<file path="src/rtl/spi_frame_dec.sv">
// spi_frame_dec
//   Byte-level decoder for SPI command frames sitting in front of the
//   register bank. Write frames are CMD, ADDR, DATA, CRC. Read frames are
//   CMD, ADDR, CRC, then two dummy bytes during which read data and then
//   the read CRC are returned on o_tx_byte. A CRC-8 (poly 0x07, init 0x00,
//   MSB first) guards the header bytes.
//
// Ports
//   i_clk, i_rst_n       clock, asynchronous active-low reset
//   i_cs_start/i_cs_end  chip-select assert / release pulses
//   i_rx_vld, i_rx_byte  received byte strobe and value
//   i_rdata, i_rcrc      combinational read return from the register bank
//   o_wen, o_ren         single-cycle write / read strobes
//   o_addr, o_wdata      register address and write data
//   o_crc_data           received frame CRC, stored with the write data
//   o_tx_byte            byte for the shifter's next transmit slot
//   o_crc_err            pulse on CRC mismatch
//   o_frame_err          pulse on bad command, short frame, or restart
//   o_busy               frame decode in progress
module spi_frame_dec #(
  parameter int DW    = 8,
  parameter int AW    = 8,
  parameter int CRC_W = 8
) (
  input  logic             i_clk,
  input  logic             i_rst_n,
  input  logic             i_cs_start,
  input  logic             i_cs_end,
  input  logic             i_rx_vld,
  input  logic [7:0]       i_rx_byte,
  input  logic [DW-1:0]    i_rdata,
  input  logic [CRC_W-1:0] i_rcrc,
  output logic             o_wen,
  output logic             o_ren,
  output logic [AW-1:0]    o_addr,
  output logic [DW-1:0]    o_wdata,
  output logic [CRC_W-1:0] o_crc_data,
  output logic [7:0]       o_tx_byte,
  output logic             o_crc_err,
  output logic             o_frame_err,
  output logic             o_busy
);

  typedef enum logic [2:0] {
    IDLE = 3'd0,
    CMD  = 3'd1,
    ADDR = 3'd2,
    DATA = 3'd3,
    CRC  = 3'd4,
    RSP0 = 3'd5,
    RSP1 = 3'd6,
    DONE = 3'd7
  } state_t;

  state_t            state, state_nxt;
  logic [CRC_W-1:0]  crc_run;
  logic [CRC_W-1:0]  rcrc_hold;
  logic              is_wr;

  logic              clr_frame;
  logic              take_cmd, take_addr, take_data, take_rsp0;
  logic              wen_nxt, ren_nxt, crc_err_nxt, frame_err_nxt;
  logic              crc_ok;

  // Bitwise CRC-8 update, poly x^8+x^2+x+1, MSB of the byte first.
  function automatic logic [CRC_W-1:0] crc8_next(input logic [CRC_W-1:0] crc,
                                                 input logic [7:0] b);
    logic [CRC_W-1:0] c;
    c = crc;
    for (int i = 7; i >= 0; i--) begin
      if (c[CRC_W-1] ^ b[i]) c = {c[CRC_W-2:0], 1'b0} ^ CRC_W'(8'h07);
      else                   c = {c[CRC_W-2:0], 1'b0};
    end
    return c;
  endfunction

  assign crc_ok = (i_rx_byte == crc_run);
  assign o_busy = (state != IDLE);

  always_comb begin
    state_nxt     = state;
    clr_frame     = 1'b0;
    take_cmd      = 1'b0;
    take_addr     = 1'b0;
    take_data     = 1'b0;
    take_rsp0     = 1'b0;
    wen_nxt       = 1'b0;
    ren_nxt       = 1'b0;
    crc_err_nxt   = 1'b0;
    frame_err_nxt = 1'b0;

    if (i_cs_start) begin
      // A new chip-select always restarts; any byte in the same cycle is dropped.
      clr_frame = 1'b1;
      state_nxt = CMD;
      if (state != IDLE) frame_err_nxt = 1'b1;
    end else if (state != IDLE) begin
      if (i_rx_vld) begin
        case (state)
          CMD: begin
            take_cmd = 1'b1;
            if (i_rx_byte[6:0] != 7'd0) begin
              frame_err_nxt = 1'b1;
              state_nxt     = DONE;
            end else begin
              state_nxt = ADDR;
            end
          end
          ADDR: begin
            take_addr = 1'b1;
            state_nxt = is_wr ? DATA : CRC;
          end
          DATA: begin
            take_data = 1'b1;
            state_nxt = CRC;
          end
          CRC: begin
            if (!crc_ok) begin
              crc_err_nxt = 1'b1;
              state_nxt   = DONE;
            end else if (is_wr) begin
              wen_nxt   = 1'b1;
              state_nxt = DONE;
            end else begin
              ren_nxt   = 1'b1;
              state_nxt = RSP0;
            end
          end
          RSP0: begin
            take_rsp0 = 1'b1;
            state_nxt = RSP1;
          end
          RSP1:    state_nxt = DONE;
          default: state_nxt = state;
        endcase
      end
      // The byte is processed first, so a CRC byte arriving with cs_end
      // commits and only a still-incomplete frame is flagged.
      if (i_cs_end) begin
        if (state_nxt inside {CMD, ADDR, DATA, CRC}) frame_err_nxt = 1'b1;
        state_nxt = IDLE;
      end
    end
  end

  always_ff @(posedge i_clk or negedge i_rst_n) begin
    if (!i_rst_n) begin
      state       <= IDLE;
      crc_run     <= '0;
      rcrc_hold   <= '0;
      is_wr       <= 1'b0;
      o_wen       <= 1'b0;
      o_ren       <= 1'b0;
      o_addr      <= '0;
      o_wdata     <= '0;
      o_crc_data  <= '0;
      o_tx_byte   <= '0;
      o_crc_err   <= 1'b0;
      o_frame_err <= 1'b0;
    end else begin
      state       <= state_nxt;
      o_wen       <= wen_nxt;
      o_ren       <= ren_nxt;
      o_crc_err   <= crc_err_nxt;
      o_frame_err <= frame_err_nxt;

      if (clr_frame)                           crc_run <= '0;
      else if (take_cmd || take_addr || take_data) crc_run <= crc8_next(crc_run, i_rx_byte);

      if (take_cmd)  is_wr      <= i_rx_byte[7];
      if (take_addr) o_addr     <= i_rx_byte;
      if (take_data) o_wdata    <= i_rx_byte;
      if (wen_nxt)   o_crc_data <= i_rx_byte;

      // The bank answers combinationally while o_ren is high.
      if (o_ren) rcrc_hold <= i_rcrc;

      if (clr_frame)      o_tx_byte <= 8'h00;
      else if (o_ren)     o_tx_byte <= i_rdata;
      else if (take_rsp0) o_tx_byte <= rcrc_hold;
    end
  end

endmodule

</file>
<file path="config.mk">
export PLATFORM = sky130hd
export DESIGN_NAME = spi_frame_dec
export DESIGN_NICKNAME = d
export VERILOG_FILES = /design/src/rtl/spi_frame_dec.sv
export SDC_FILE = /design/constraint.sdc
export NUM_CORES = 1
export LEC_CHECK = 0
export BUFFER_PORTS_ARGS = -buffer_cell sky130_fd_sc_hd__buf_2
export CAP_MARGIN = 20
export CORE_MARGIN = 2
export CORE_UTILIZATION = 48
export DETAILED_ROUTE_END_ITERATION = 8
export GPL_TIMING_DRIVEN = 1
export PLACE_DENSITY = 0.87
export SYNTH_ARGS = -nofsm -noshare
export SYNTH_HDL_FRONTEND = slang
export SYNTH_SLANG_ARGS = --single-unit
</file>
<file path="constraint.sdc">
create_clock -name i_clk -period 1.8 [get_ports i_clk]
set_input_delay 0.36 -clock i_clk [delete_from_list [all_inputs] [get_ports i_clk]]
set_output_delay 0.36 -clock i_clk [all_outputs]
set_load 0.01 [all_outputs]
</file>
==> results of run 1 <==
[power groups by stage]
stage | clock network, W | registers (W) | logic (W)
2_1_floorplan | 0 | 0.00158 | 0.000716
3_3_place_gp | 0 | 0.00155 | 0.00114
3_5_place_dp | 0 | 0.00156 | 0.00119
4_1_cts | 0.000697 | 0.00155 | 0.00126
5_1_grt | 0.000738 | 0.00158 | 0.00146
6_report | 0.000683 | 0.00156 | 0.00135
[kinds of logic after synthesis]
family / after synthesis / synth area share (%)
and+or+nand+nor: 74 / 13.8
xor gates and xnor gates: 20 / 8.50
buffers and inverters: 19 / 3.17
adders and majority gates: 3 / 1.38
DFF: 56 / 51.5
AOI/OAI and AO/OA: 30 / 6.94
muxes: 33 / 14.8
[per-layer routing]
layer | track usage (%) | wire length, µm | vias to the layer above
met2 | 34.4 | 3210 | 51
met4 | 8.28 | 204 | 0
met1 | 26.6 | 2550 | 1003
met3 | 3.75 | 199 | 16
met5 | 0 | 0 | -
li1 | - | - | 986
[stage by stage]
step	std cells	util [%]	area, µm²	worst slack [ns]	hold slack [ns]
after floorplan	235	-	2740	0.0112	0.0644
final	399	63.7	3510	-0.0870	0.0391
after detailed placement	384	59.9	3300	-0.170	0.383
after global placement	384	59.9	3300	-0.0951	0.376
after global routing	399	63.7	3510	-0.166	0.0569
after CTS	396	62.7	3450	-0.0791	0.0442
[layout make-up]
| type | instances | area [µm²] | area share [%] |
|---|---|---|---|
| multi-input cells | 161 | 1320 | 37.7 |
| clock buffers | 6 | 72.6 | 2.07 |
| repair buffers | 95 | 579 | 16.5 |
| well taps | 72 | 90.1 | 2.57 |
| clock inverters | 2 | 16.3 | 0.464 |
| inverters | 7 | 26.3 | 0.749 |
| flip-flops and latches | 56 | 1400 | 40.0 |
[sequential cells by signal (all words and copies together) (netlist names), 3 cells and up]
| register | cells |
|---|---|
| o_tx_byte | 8 |
| crc_run | 8 |
| o_addr | 8 |
| rcrc_hold | 8 |
| state | 3 |
| o_crc_data | 8 |
| o_wdata | 8 |
[layout by cell type, fill, tap and decap left out, drive strengths merged, types with 7 or more instances in the layout]
master and n:
inv 7, a21oi 10, xnor2 11, mux2 33, o21ai 8, nand3 7, buf 95, dfrtp 56
nand2b 10, nand2 35
[path summary, 6_finish.rpt]
check	start	endpoint
min in group i_clk	i_rcrc[7]	rcrc_hold[7]$_DFFE_PN0P_
setup / recovery	crc_run[7]$_DFFE_PN0P_	state[1]$_DFFE_PN0P_
hold / removal	i_rst_n	crc_run[1]$_DFFE_PN0P_
max in group asynchronous	i_rst_n	crc_run[3]$_DFFE_PN0P_
hold reg to reg	rcrc_hold[1]$_DFFE_PN0P_	rcrc_hold[1]$_DFFE_PN0P_
setup reg to reg	crc_run[7]$_DFFE_PN0P_	state[1]$_DFFE_PN0P_
[what timing repair did]
action	CTS	global route
cloned	1	0
setup buffers	3	3
gates resized for setup	5	6
pin swaps	7	5
endpoints found under the setup margin	8	11
==> reports/qor.yml, run 1 <==
rows: 27
avgSynthCellArea_um2: 11.6
port_buffers: 65
crit_family: "simple AND/OR/NAND/NOR gates"
hp-class: "primary input to asynchronous set/reset pin"
num-nets-final: 358
drcViolationCount: 0
p_int_w: 0.00243
fillers: 387
rsz0062_at_grt: "yes"
crit_buf_inv: 1
wire_per_inst_um: 15.4
p_sw_share_pct: 32.3
fmax_ghz: 0.530
cp_num_cells: 8
yosysMostFrequentCell: "dfrtp_1"
wirelength_mm: 6.16
synth_edf_count: 0
crit_path_top_delay_cell: "dfrtp_1"
status: "finished, violations left"
first_pass_iters: 4
cts_hold_buf: 0
num_antenna_cells: 0
place_congestion: 0.867
drive_gt1_share_pct: 45.9
clk_path_buf_depth: 2
hpwl_mm: 4.22
io_pins: 66
synth_area_leaders: "dfrtp_1 51%, mux2_2 8.7%, nand2_1 4.5%"
clkLatencyLatePin_ns: 0.31
vias: 2056
grt_max_degree: 57
async_flop_share_pct: 100
slew_viol_final: 0
htreeDepth: 2
die_w_um: 79.3
yosysUniqueCellTypes: 43
max_slew_margin_pct: 70.6
tns_ns: -0.743
period_minus_slack_ns: 1.89
crit_required_ns: 1.99
die-area_mm2: 0.00629
synth_common_cells: "56 x dfrtp_1, 33 x nand2_1, 21 x mux2_2"
power-per-cell-area_mw_per_mm2: 1020
initial_core_util_pct: 49.4
viasPerCell: 5.15
reg2reg_slack_ns: -0.09
synth_area_mm2: 0.00272
period_share_pct: 105
syn_to_final_growth_pct: 28.8
crit_type: "register to register"
tightestPinTransition_ns: 0.438
drtIter0Drc: 171
synth-main-ff-cell: "dfrtp_1"
r2r_cells: 8
core_area_mm2: 0.00551
cts_made_buffers: 5
ys_seq_elements: 56
ys_seq_area_share_pct: 51.5
maxCapViolCount: 0
ys_warn_count: 0
hold_viol_final: 0
cts_root_buf: "clkbuf_8"
grt-ovfl-total: 0
arrival_ns: 2.08
yosysTopAreaCellShare_pct: 51.5
synth_largest_area_cell: "dfrtp_1"
grt_pass1_wl_mm: 10.0
ir_drop_mv: 0.533
cpPeakStageDelay_ns: 0.43
worstPathMaxFanout: 2
grt.total_usage_pct: 20.6
violations: "setup timing"
endpoint_kind: "register"
crit_chain: "xnor2_2, ha_2, nand3_2, nor3_4, buf_6, nand2b_4, a221o_1, nor4b_1"
power.total_w: 0.00359
clock-sinks: 56
p_sw_w: 0.00116
seq_power_share_pct: 43.4
leakage_nw: 1.77
synth_fp_nets: 267
antenna_found_initial: 0
netlist_instances: 235
die_y_um: 79.3
grt_pass1_vias: 2099
setup_slack_ns: -0.0870
path_clk_slew_ns: 0.10
comb_power_share_pct: 37.6
setup_viol: 10
critPathLaunchType: "register"
skew_ns: 0.0118
p_clk_share_pct: 19.0
cts_tree: "yes"
detail-route-antenna-nets: 0
(Power assumes the default switching activity.)
==> inputs of run 2 (changes only) <==
==> constraint.sdc (replaced) <==
create_clock -name i_clk -period 1.8 [get_ports i_clk]
set_input_delay 0.18 -clock i_clk [delete_from_list [all_inputs] [get_ports i_clk]]
set_output_delay 0.18 -clock i_clk [all_outputs]
set_load 0.01 [all_outputs]
==> reports/qor.yml, run 2 (synthesized netlist as in run 1, its figures left out) <==
ir_drop_mv: 0.679
htreeDepth: 2
arrival_ns: 2.11
grt_busiest_layer: "met2"
layout_common_cells: "65 x buf_2, 56 x dfrtp_1, 32 x nand2_1"
comb_power_share_pct: 34.6
grt-ovfl-total: 0
drtIter0Drc: 113
viasPerCell: 5.25
initial_core_util_pct: 49.4
worstPathMaxFanout: 9
hpwl_mm: 4.40
num-nets-final: 354
vias: 2074
crit_required_ns: 2.00
tightestPinTransition_ns: 0.512
syn_to_final_growth_pct: 28.1
gr-usage-met2_pct: 34.9
port_buffers: 65
p_sw_share_pct: 30.2
die_w_um: 79.3
use_met1_pct: 26.8
final_common_cell: "buf_2"
grt_pass1_vias: 2132
grt_max_degree: 26
place_congestion: 0.873
hp-class: "primary input to register"
num_antenna_cells: 0
antenna_found_initial: 0
die-area_mm2: 0.00629
setup_slack_ns: -0.106
crit_type: "register to register"
cts_made_buffers: 5
p_int_w: 0.00261
fmax_ghz: 0.525
core_area_mm2: 0.00551
max_slew_margin_pct: 65.9
detail-route-antenna-nets: 0
design_area_mm2: 0.00349
seq_power_share_pct: 41.6
hold_viol_final: 0
drcViolationCount: 0
drive_gt1_share_pct: 45.2
status: "finished, violations left"
met3_usage_pct: 3.86
grt_pass1_wl_mm: 10.1
clk_path_buf_depth: 2
detailed_place.area_mm2: 0.00325
slew_viol_final: 0
p_clk_share_pct: 23.8
p_sw_w: 0.00113
endpoint_kind: "register"
wire_per_inst_um: 16.2
critPathLaunchType: "register"
die_y_um: 79.3
path_clk_slew_ns: 0.10
power-per-cell-area_mw_per_mm2: 1070
cts_tree: "yes"
first_pass_iters: 4
maxCapViolCount: 0
leakage_nw: 1.75
period_share_pct: 106
rows: 27
rsz0062_at_grt: "yes"
clkLatencyLatePin_ns: 0.31
violations: "setup timing"
tns_ns: -0.809
period_minus_slack_ns: 1.91
skew_ns: 0.00926
cts_root_buf: "clkbuf_8"
clock-sinks: 56
wirelength_mm: 6.41
io_pins: 66
setup_viol: 9
grt.total_usage_pct: 21.1
[run 2: critical path, stage by stage (launching register included)]
cell	delay [ns]
dfrtp_1	0.44
xnor2_2	0.21
ha_2	0.22
nand3_2	0.09
nor3_4	0.16
and3_4	0.25
nand2_8	0.10
mux2_4	0.33
[run 2: area by class of cell]
type | instances | area, µm²
clock buffers | 7 | 96.3
inverters | 7 | 26.3
flip-flops and latches | 56 | 1400
well taps | 72 | 90.1
clock inverters | 1 | 30.0
multi-input cells | 160 | 1310
fillers | 421 | 2020
repair buffers | 92 | 531
[run 2: repair_timing]
action | in CTS | in global routing
hold buffers | 1 | 0
endpoints found under the hold margin | 20 | 0
buffers inserted | 3 | 2
endpoints found under the setup margin | 10 | 19
resized for setup | 6 | 5
pin swaps | 1 | 3
gates cloned | 0 | 0
[run 2: routing by layer]
metal / routed length, µm / vias up
met5: 0 / -
met3: 252 / 16
met4: 208 / 0
met1: 2710 / 1020
met2: 3240 / 62
li1: - / 976
[run 2: worst paths after layout]
path                       slack, ns                         to  depth (start not counted)                      from
max in group asynchronous       0.80     o_wdata[0]$_DFFE_PN0P_                          3                   i_rst_n
max                            -0.11  o_crc_data[1]$_DFFE_PN0P_                          7    crc_run[7]$_DFFE_PN0P_
min                             0.07   rcrc_hold[1]$_DFFE_PN0P_                          3                 i_rcrc[1]
min reg2reg                     0.48   rcrc_hold[7]$_DFFE_PN0P_                          2  rcrc_hold[7]$_DFFE_PN0P_
min in group asynchronous       0.36     crc_run[5]$_DFFE_PN0P_                          2                   i_rst_n
max reg2reg                    -0.11  o_crc_data[1]$_DFFE_PN0P_                          7    crc_run[7]$_DFFE_PN0P_
[run 2: per-stage QoR]
stage | util [%] | worst slack (ns) | total power [W] | instances | hold slack [ns]
after floorplan | - | 0.0112 | 0.00230 | 235 | -0.116
after global placement | 59.0 | 0.0137 | 0.00266 | 381 | 0.169
after detailed placement | 59.0 | -0.103 | 0.00271 | 381 | 0.174
after CTS | 62.6 | -0.0892 | 0.00369 | 393 | 0.0584
after global routing | 63.3 | -0.179 | 0.00392 | 395 | 0.0729
final | 63.3 | -0.106 | 0.00374 | 395 | 0.0674
[run 2: power groups by stage]
stage	Clock, W	Sequential, W	Combinational [W]
finish	0.000891	0.00155	0.00129
global route	0.000948	0.00157	0.00140
CTS	0.000900	0.00155	0.00124
detailed placement	0	0.00156	0.00115
global placement	0	0.00155	0.00111
floorplan	0	0.00158	0.000716
==> inputs of run 3 (changes only) <==
- CORE_MARGIN: 2 -> 5
- PLACE_DENSITY: 0.87 -> 0.76
- SKIP_CTS_REPAIR_TIMING: unset -> 1
==> reports/qor.yml, run 3 (synthesized netlist as in run 1, its figures left out) <==
status: "finished, violations left"
violations: "setup timing"
ir_drop_mv: 0.443
place_congestion: 0.839
detail-route-antenna-nets: 0
seqCellArea_mm2: 0.00140
hold_viol_final: 0
rows: 27
rsz0062_at_grt: "yes"
grt-ovfl-total: 0
critPathLaunchType: "register"
die_w_um: 85.3
tightestPinTransition_ns: 0.441
crit_required_ns: 2.00
grt.total_usage_pct: 16.3
setup_slack_ns: -0.127
cts_made_buffers: 5
fmax_ghz: 0.519
viasPerCell: 5.20
layout_common_cells: "65 x buf_2, 56 x dfrtp_1, 33 x nand2_1"
path_clk_slew_ns: 0.10
leakage_nw: 1.73
num-nets-final: 352
grt_pass1_wl_mm: 9.70
crit_type: "register to register"
power-per-cell-area_mw_per_mm2: 1010
dp.cells: 381
final_cells: 393
grt_max_degree: 57
slew_viol_final: 0
die_y_um: 85.3
die-area_mm2: 0.00728
cts_tree: "yes"
worstPathMaxFanout: 5
cts_root_buf: "clkbuf_8"
setup_viol: 9
period_share_pct: 107
tns_ns: -1.04
final_common_cell: "buf_2"
max_slew_margin_pct: 70.6
worst_r2r_startpoint: "crc_run[4]$_DFFE_PN0P_"
period_minus_slack_ns: 1.93
maxCapViolCount: 0
drcViolationCount: 0
grt_pass1_vias: 2050
io_pins: 66
drtIter0Drc: 118
crit_path_top_delay_cell: "dfrtp_1"
cpPeakStageDelay_ns: 0.43
initial_core_util_pct: 49.4
dp_slack_ns: -0.0734
endpoint_kind: "register"
fillers: 437
first_pass_iters: 5
vias: 2043
hp-start: "i_rcrc[4]"
htreeDepth: 2
antenna_found_initial: 0
hp-class: "primary input to register"
fin_util_pct: 62.3
port_buffers: 65
wire_per_inst_um: 15.1
wirelength_mm: 5.94
design_area_mm2: 0.00343
crit_chain: "xnor2_2, ha_1, nand3_2, nor3_4, and3_4, nand2_8, mux2_4"
critPathLaunch: "crc_run[4]$_DFFE_PN0P_"
clock-sinks: 56
clk_path_buf_depth: 2
core_area_mm2: 0.00551
num_antenna_cells: 0
syn_to_final_growth_pct: 26.0
skew_ns: 0.00808
clkLatencyLatePin_ns: 0.30
hpwl_mm: 4.24
arrival_ns: 2.12
multi_input_area_mm2: 0.00130
detailed_place.area_mm2: 0.00326
drive_gt1_share_pct: 43.6
==> run 3: through the flow <==
step / total power [W] / hold slack, ns
6_report: 0.00346 / 0.0714
5_1_grt: 0.00364 / 0.0731
4_1_cts: 0.00339 / -0.132
3_5_place_dp: 0.00271 / 0.199
3_3_place_gp: 0.00266 / 0.199
2_1_floorplan: 0.00230 / -0.116
==> run 3: cell type report <==
class | instances | area share, %
multi-input combinational | 161 | 38.0
tap | 72 | 2.63
clock buffer | 6 | 2.12
inverter | 7 | 0.766
sequential | 56 | 40.9
timing repair buffer | 89 | 15.2
clock inverter | 2 | 0.474
==> run 3: power by group <==
| group | total (W) | switching [W] | internal (W) |
|---|---|---|---|
| logic | 0.00123 | 0.000559 | 0.000671 |
| clock network | 0.000676 | 0.000398 | 0.000278 |
| registers | 0.00155 | 0.000138 | 0.00141 |
| total | 0.00346 | 0.00109 | 0.00236 |
==> run 3: path summary, 6_finish.rpt <==
path	endpoint	slack (ns)	cells after the start
setup / recovery	o_crc_data[5]$_DFFE_PN0P_	-0.13	7
hold / removal	rcrc_hold[4]$_DFFE_PN0P_	0.07	3
setup reg to reg	o_crc_data[5]$_DFFE_PN0P_	-0.13	7
hold reg to reg	rcrc_hold[3]$_DFFE_PN0P_	0.49	2
max in group asynchronous	o_tx_byte[0]$_DFFE_PN0P_	1.15	3
min in group asynchronous	o_wdata[1]$_DFFE_PN0P_	0.39	3
==> run 3: worst max-delay path, delay by kind of cell, from the launching register on <==
family / cells / cell delay (ns)
XOR/XNOR: 1 / 0.21
adder cells (fa/ha/maj): 1 / 0.19
flip-flops: 1 / 0.43
multiplexers: 1 / 0.32
AND/OR/NAND/NOR: 4 / 0.66
==> run 3: per-layer routing <==
| metal | GRT usage (%) | wire length [µm] | vias up | part of all wire (%) |
|---|---|---|---|---|
| met4 | 5.47 | 91 | 0 | 1.5 |
| met2 | 26.9 | 2920 | 50 | 49 |
| met1 | 22.1 | 2630 | 1014 | 44 |
| met5 | 0 | 0 | - | 0 |
| met3 | 2.23 | 293 | 6 | 4.9 |
| li1 | - | - | 973 | - |
